===== config.mk =====
export PLATFORM = sky130hd
export DESIGN_NAME = spi_master_packet_rx_flat
export DESIGN_NICKNAME = d
export VERILOG_FILES = /design/src/rtl/spi_master_packet_rx_if.sv /design/src/rtl/spi_master_packet_rx.sv /design/src/flat_wrapper.sv
export SDC_FILE = /design/constraint.sdc
export NUM_CORES = 1
export LEC_CHECK = 0
export ABC_AREA = 1
export CAP_MARGIN = 5
export CORE_UTILIZATION = 58
export DETAILED_ROUTE_END_ITERATION = 10
export DONT_BUFFER_PORTS = 1
export PLACE_DENSITY = 0.71
export SLEW_MARGIN = 20
export SYNTH_ARGS = -nofsm -noshare
export SYNTH_HDL_FRONTEND = slang
export SYNTH_SLANG_ARGS = --single-unit

===== constraint.sdc =====
create_clock -name clk -period 4.1 [get_ports clk]
set_input_delay 0 -clock clk [delete_from_list [all_inputs] [get_ports clk]]
set_output_delay 0 -clock clk [all_outputs]
set_load 0.02 [all_outputs]

===== src/rtl/spi_master_packet_rx_if.sv =====
// Bus bundle between the SPI packet reader and its user / SPI slave.
// Carries the start/busy handshake, the four SPI pins and the decoded packet fields.
interface spi_master_packet_rx_if;
    logic               start;
    logic               busy;
    logic               cs_n;
    logic               sck;
    logic               sdo;
    logic               sdi;
    logic               pkt_valid;
    logic               hdr_err;
    logic               quat1_valid;
    logic               gyro1_valid;
    logic signed [15:0] quat1_w;
    logic signed [15:0] quat1_x;
    logic signed [15:0] quat1_y;
    logic signed [15:0] quat1_z;
    logic signed [15:0] gyro1_x;
    logic signed [15:0] gyro1_y;
    logic signed [15:0] gyro1_z;

    // Reader side: drives the SPI pins and publishes the packet.
    modport master (
        input  start,
        input  sdi,
        output busy,
        output cs_n,
        output sck,
        output sdo,
        output pkt_valid,
        output hdr_err,
        output quat1_valid,
        output gyro1_valid,
        output quat1_w,
        output quat1_x,
        output quat1_y,
        output quat1_z,
        output gyro1_x,
        output gyro1_y,
        output gyro1_z
    );

    // Requester / slave side: issues start, returns MISO, consumes the packet.
    modport slave (
        output start,
        output sdi,
        input  busy,
        input  cs_n,
        input  sck,
        input  sdo,
        input  pkt_valid,
        input  hdr_err,
        input  quat1_valid,
        input  gyro1_valid,
        input  quat1_w,
        input  quat1_x,
        input  quat1_y,
        input  quat1_z,
        input  gyro1_x,
        input  gyro1_y,
        input  gyro1_z
    );
endinterface


===== src/rtl/spi_master_packet_rx.sv =====
// SPI Mode 0 master that reads one 16-byte sensor packet per start request:
// header, quaternion w/x/y/z, gyro x/y/z, flags. Bits arrive MSB first and are
// sampled at the end of each sck high phase. A good header publishes the fields
// with a pkt_valid pulse; a bad header pulses hdr_err and keeps the old fields.
module spi_master_packet_rx #(
    parameter int          CLK_DIV  = 4,
    parameter int          CS_SETUP = 4,
    parameter int          CS_HOLD  = 4,
    parameter logic [7:0]  HEADER   = 8'hAA
) (
    input  logic                    clk,
    input  logic                    rst_n,
    spi_master_packet_rx_if.master  link
);

    typedef enum logic [2:0] {
        IDLE,
        SETUP,
        XFER,
        HOLD,
        DONE
    } state_t;

    localparam logic [15:0] DIV_LAST   = 16'(CLK_DIV - 1);
    localparam logic [15:0] SETUP_LAST = 16'(CS_SETUP - 1);
    localparam logic [15:0] HOLD_LAST  = 16'(CS_HOLD - 1);

    state_t       state;
    logic [15:0]  cnt;        // cycles spent in the current SETUP/HOLD window or sck phase
    logic [6:0]   bit_cnt;    // bits already shifted in during XFER
    logic [127:0] shift_reg;
    logic         sdi_p0;
    logic         sdi_p1;

    // Big-endian 16-bit word starting at byte index 'pair' of the packet.
    function automatic logic signed [15:0] word_at(input logic [127:0] sr, input int pair);
        return $signed(16'(sr >> (112 - 8 * pair)));
    endfunction

    // Two-flop synchronizer for the asynchronous MISO pin.
    always_ff @(posedge clk) begin
        if (!rst_n) begin
            sdi_p0 <= 1'b0;
            sdi_p1 <= 1'b0;
        end else begin
            sdi_p0 <= link.sdi;
            sdi_p1 <= sdi_p0;
        end
    end

    // Transfer sequencer with registered SPI pins, handshake and packet outputs.
    always_ff @(posedge clk) begin
        if (!rst_n) begin
            state            <= IDLE;
            cnt              <= '0;
            bit_cnt          <= '0;
            shift_reg        <= '0;
            link.cs_n        <= 1'b1;
            link.sck         <= 1'b0;
            link.sdo         <= 1'b0;
            link.busy        <= 1'b0;
            link.pkt_valid   <= 1'b0;
            link.hdr_err     <= 1'b0;
            link.quat1_valid <= 1'b0;
            link.gyro1_valid <= 1'b0;
            link.quat1_w     <= '0;
            link.quat1_x     <= '0;
            link.quat1_y     <= '0;
            link.quat1_z     <= '0;
            link.gyro1_x     <= '0;
            link.gyro1_y     <= '0;
            link.gyro1_z     <= '0;
        end else begin
            // Result strobes are single-cycle; MOSI only ever carries dummy zeros.
            link.pkt_valid <= 1'b0;
            link.hdr_err   <= 1'b0;
            link.sdo       <= 1'b0;

            case (state)
                IDLE: begin
                    cnt     <= '0;
                    bit_cnt <= '0;
                    if (link.start) begin
                        state     <= SETUP;
                        link.cs_n <= 1'b0;
                        link.busy <= 1'b1;
                    end
                end

                SETUP: begin
                    if (cnt == SETUP_LAST) begin
                        cnt   <= '0;
                        state <= XFER;
                    end else begin
                        cnt <= cnt + 16'd1;
                    end
                end

                XFER: begin
                    if (cnt == DIV_LAST) begin
                        cnt <= '0;
                        if (!link.sck) begin
                            link.sck <= 1'b1;
                        end else begin
                            // End of the high phase: the slave's bit has had the whole
                            // phase to cross the synchronizer, so capture it now.
                            link.sck  <= 1'b0;
                            shift_reg <= {shift_reg[126:0], sdi_p1};
                            bit_cnt   <= bit_cnt + 7'd1;
                            if (bit_cnt == 7'd127) begin
                                state <= HOLD;
                            end
                        end
                    end else begin
                        cnt <= cnt + 16'd1;
                    end
                end

                HOLD: begin
                    if (cnt == HOLD_LAST) begin
                        cnt       <= '0;
                        link.cs_n <= 1'b1;
                        state     <= DONE;
                    end else begin
                        cnt <= cnt + 16'd1;
                    end
                end

                DONE: begin
                    state     <= IDLE;
                    link.busy <= 1'b0;
                    if (shift_reg[127:120] == HEADER) begin
                        link.quat1_w     <= word_at(shift_reg, 1);
                        link.quat1_x     <= word_at(shift_reg, 3);
                        link.quat1_y     <= word_at(shift_reg, 5);
                        link.quat1_z     <= word_at(shift_reg, 7);
                        link.gyro1_x     <= word_at(shift_reg, 9);
                        link.gyro1_y     <= word_at(shift_reg, 11);
                        link.gyro1_z     <= word_at(shift_reg, 13);
                        link.quat1_valid <= shift_reg[0];
                        link.gyro1_valid <= shift_reg[1];
                        link.pkt_valid   <= 1'b1;
                    end else begin
                        // Keep the last good packet visible; only report the error.
                        link.hdr_err <= 1'b1;
                    end
                end

                default: begin
                    state     <= IDLE;
                    link.cs_n <= 1'b1;
                    link.sck  <= 1'b0;
                    link.busy <= 1'b0;
                end
            endcase
        end
    end

endmodule


===== src/flat_wrapper.sv =====
// flat-port wrapper written by rule: the top's interface ports become plain ports
module spi_master_packet_rx_flat 
#(
    parameter int          CLK_DIV  = 4,
    parameter int          CS_SETUP = 4,
    parameter int          CS_HOLD  = 4,
    parameter logic [7:0]  HEADER   = 8'hAA
)
  (clk, rst_n, link_start, link_sdi, link_busy, link_cs_n, link_sck, link_sdo, link_pkt_valid, link_hdr_err, link_quat1_valid, link_gyro1_valid, link_quat1_w, link_quat1_x, link_quat1_y, link_quat1_z, link_gyro1_x, link_gyro1_y, link_gyro1_z);
  spi_master_packet_rx_if link_i ();
  input  logic clk;
  input  logic rst_n;
  input wire logic [$bits(link_i.start)-1:0] link_start;
  input wire logic [$bits(link_i.sdi)-1:0] link_sdi;
  output wire logic [$bits(link_i.busy)-1:0] link_busy;
  output wire logic [$bits(link_i.cs_n)-1:0] link_cs_n;
  output wire logic [$bits(link_i.sck)-1:0] link_sck;
  output wire logic [$bits(link_i.sdo)-1:0] link_sdo;
  output wire logic [$bits(link_i.pkt_valid)-1:0] link_pkt_valid;
  output wire logic [$bits(link_i.hdr_err)-1:0] link_hdr_err;
  output wire logic [$bits(link_i.quat1_valid)-1:0] link_quat1_valid;
  output wire logic [$bits(link_i.gyro1_valid)-1:0] link_gyro1_valid;
  output wire logic [$bits(link_i.quat1_w)-1:0] link_quat1_w;
  output wire logic [$bits(link_i.quat1_x)-1:0] link_quat1_x;
  output wire logic [$bits(link_i.quat1_y)-1:0] link_quat1_y;
  output wire logic [$bits(link_i.quat1_z)-1:0] link_quat1_z;
  output wire logic [$bits(link_i.gyro1_x)-1:0] link_gyro1_x;
  output wire logic [$bits(link_i.gyro1_y)-1:0] link_gyro1_y;
  output wire logic [$bits(link_i.gyro1_z)-1:0] link_gyro1_z;
  assign link_i.start = link_start;
  assign link_i.sdi = link_sdi;
  assign link_busy = link_i.busy;
  assign link_cs_n = link_i.cs_n;
  assign link_sck = link_i.sck;
  assign link_sdo = link_i.sdo;
  assign link_pkt_valid = link_i.pkt_valid;
  assign link_hdr_err = link_i.hdr_err;
  assign link_quat1_valid = link_i.quat1_valid;
  assign link_gyro1_valid = link_i.gyro1_valid;
  assign link_quat1_w = link_i.quat1_w;
  assign link_quat1_x = link_i.quat1_x;
  assign link_quat1_y = link_i.quat1_y;
  assign link_quat1_z = link_i.quat1_z;
  assign link_gyro1_x = link_i.gyro1_x;
  assign link_gyro1_y = link_i.gyro1_y;
  assign link_gyro1_z = link_i.gyro1_z;
  spi_master_packet_rx #(.CLK_DIV(CLK_DIV), .CS_SETUP(CS_SETUP), .CS_HOLD(CS_HOLD), .HEADER(HEADER)) u_core (.clk(clk), .rst_n(rst_n), .link(link_i));
endmodule

==> results_dict.tcl <==
set metrics [dict create \
    status "finished, final reports clean" \
    critPathKind "reg2reg" \
    p_per_area_nw_per_um2 444.1 \
    ys_types 26 \
    fp.dieH_um 145.4 \
    p_comb_share_pct 6.8 \
    max_freq_ghz 0.3704 \
    drt_pass1_iterations 5 \
    syn-instance-count 1599 \
    wl_mm 21.97 \
    worstRegToRegCells 6 \
    viasPerCell 4.779 \
    fin_skew_ns 0.01560 \
    final_core_util_pct 63.71 \
    area_growth_pct 7.810 \
    place.gp.congestion 0.8946 \
    synthesis.area_um2 11920 \
    crit_fanout 37 \
    die_w_um 145.4 \
    htree_levels 1 \
    grt_pass1_wl_mm 37.43 \
    slew_viol_final 0 \
    crit_path_start_kind "flip-flop" \
    p_sw_mw 1.379 \
    drive_gt1_share_pct 11.39 \
    setup_viol 0 \
    layout_common_cells "417 x nor2_1, 324 x nand2_1, 275 x inv_1, 275 x dfxtp_1, 114 x a211oi_2" \
    synth_top_family_by_area "simple AND/OR/NAND/NOR gates" \
    fin_cells 1850 \
    grt_remaining_overflow 0 \
    clock_latency_ns 0.55 \
    arrival_ns 3.10 \
    post-place-ws_ns 1.375 \
    initialDrtViolationCount 479 \
    pin_count 124 \
    core_area_um2 20170 \
    cp.required_ns 4.50 \
    hold_violations 0 \
    cts_root_buffer "clkbuf_16" \
    layout_commonest_cell "nor2_1" \
    fin_crit_sh_pct 65.85 \
    clock_path_buffers 3 \
    synthAdderAreaFrac_pct 0.2100 \
    critPathCaptureType "flip-flop" \
    cts_setup_buffers 0 \
    min_path_type "in2reg" \
    ys_ff_latch 275 \
    vdd_drop_max_v 0.0003797 \
    p_sw_share_pct 24.17 \
    muxShareOfSynthArea_pct 0 \
    pwr-share-clk_pct 44.7 \
    drcViolationCount 0 \
    synth_compound_area_share_pct 13.34 \
    cts_tree "done" \
    seq_area_frac_synth_pct 46.19 \
    fp-row-count 52 \
    synth-simple-area-share_pct 26.38 \
    synth.net_count 1605 \
    cts_resized 0 \
    grt_use_met2_pct 34.95 \
    diodes 0 \
    die-area_um2 21130 \
    p_int_mw 4.328 \
    setup_tns_ns 0 \
    slew_headroom_pct 50.59 \
    avgSynthCellArea_um2 7.454 \
    ant_nets 0 \
    clkTransAtPathRegs_ns 0.06 \
    drv_cap 0 \
    grt_pass1_vias 8024 \
    initial_utilization_pct 59.09 \
    largest_reg_flops 128 \
    p_leak_nw 6.187 \
    met1_usage_pct 26.76 \
    tightest_slew_ns 0.7397 \
    grt_max_degree 140 \
    portBuffers 0 \
    yosysWarnings 0 \
    finalWorstSetupSlack_ns 1.400 \
    yosys.area_share.xor_xnor_pct 0.3674 \
    rsz0062_at_grt "no" \
    min_path_cells 3 \
    ctsHoldBuffers 5 \
    cts-buffers-inserted 29 \
    dp_cells 1793 \
    vias 8842 \
    busiest_layer "met2" \
    avgRoutedWirePerCell_um 11.88 \
    final.min_clock_period_ns 2.700 \
    antenna_found_initial 0 \
    fin_nets 1565 \
    seqPwrFrac_pct 48.5 \
    globalRouteTotalUtil_pct 20.78 \
    cts_sinks 275 \
    dpl.hpwl_mm 13.57 \
    use_met3_pct 4.671 \
]
==> worst max-delay path, cell delays in order, from the launching register on <==
cell,delay [ns]
dfxtp_1,0.78
inv_1,0.27
nor2_2,0.21
nand3b_1,0.53
buf_4,0.51
nor2_1,0.19
a211oi_2,0.05
==> cells in the mapped netlist <==
cell | count | share of area, %
buf_4 | 2 | 0.13
nand3_1 | 35 | 1.5
nor2_4 | 1 | 0.094
a211oi_2 | 114 | 12
inv_2 | 3 | 0.094
a31oi_1 | 1 | 0.053
o21ai_0 | 10 | 0.42
a21oi_1 | 20 | 0.84
nand2_1 | 324 | 10
nand2_4 | 1 | 0.094
conb_1 | 1 | 0.031
ha_1 | 2 | 0.21
nand3b_1 | 2 | 0.13
nand4_2 | 1 | 0.10
buf_2 | 27 | 1.1
nor2_1 | 417 | 13
clkbuf_1 | 31 | 0.98
nand4_1 | 9 | 0.47
o21bai_1 | 1 | 0.063
nor2_2 | 3 | 0.16
inv_1 | 276 | 8.7
nor3_1 | 11 | 0.46
xor2_1 | 5 | 0.37
dfxtp_1 | 275 | 46
nor3b_1 | 1 | 0.063
buf_6 | 26 | 2.5
==> power groups by stage <==
stage | combinational, mW | clock [mW] | sequential (mW)
final | 0.385 | 2.55 | 2.77
after global routing | 0.430 | 2.73 | 2.77
after CTS | 0.385 | 2.62 | 2.77
after detailed placement | 0.348 | 0 | 2.83
after global placement | 0.344 | 0 | 2.83
after floorplan | 0.300 | 0 | 2.81
==> per-stage QoR <==
step / power, mW / instance area (um^2) / hold WS [ns]
after floorplan: 3.112 / 11920 / 0.09763
after global placement: 3.170 / 11840 / 0.1003
after detailed placement: 3.176 / 11840 / 0.1074
after CTS: 5.773 / 12850 / 0.1025
after global routing: 5.930 / 12850 / 0.1400
final: 5.707 / 12850 / 0.1332
==> final timing paths <==
path	startpoint	to	slack, ns
worst max-delay path	u_core.state[2]$_SDFFE_PN0P_	u_core.link.quat1_w[15]$_SDFFE_PN0P_	1.40
worst min-delay path	link_sdi	u_core.sdi_p0$_SDFF_PN0_	0.13
worst max register to register	u_core.state[2]$_SDFFE_PN0P_	u_core.link.quat1_w[15]$_SDFFE_PN0P_	1.40
worst min register to register	u_core.sdi_p0$_SDFF_PN0_	u_core.sdi_p1$_SDFF_PN0_	0.44
==> logic make-up (layout without fill, tap and decap cells) <==
logic type      after synthesis  count (layout)
flops                       275             275
other cells                   1               1
buf+inv                     365             346
fa+ha+maj                     2               2
simple gates                805             805
xor+xnor                      5               5
compound gates              146             146
==> area by class of cell <==
class / count / area (um^2)
inverters: 279 / 1052
repair buffers: 15 / 192.7
well taps: 270 / 337.8
flip-flops and latches: 275 / 5505
clock inverters: 8 / 83.83
clock buffers: 44 / 862.1
fillers: 1816 / 7320
multi-input cells: 959 / 4816
==> layer usage <==
layer  part of all wire, %  routed length [um]
met1                    47               10340
met2                    46               10020
met3                   5.3                1156
met4                   2.1                 455
met5                     0                   0
Power figures use the tool's default switching activity.
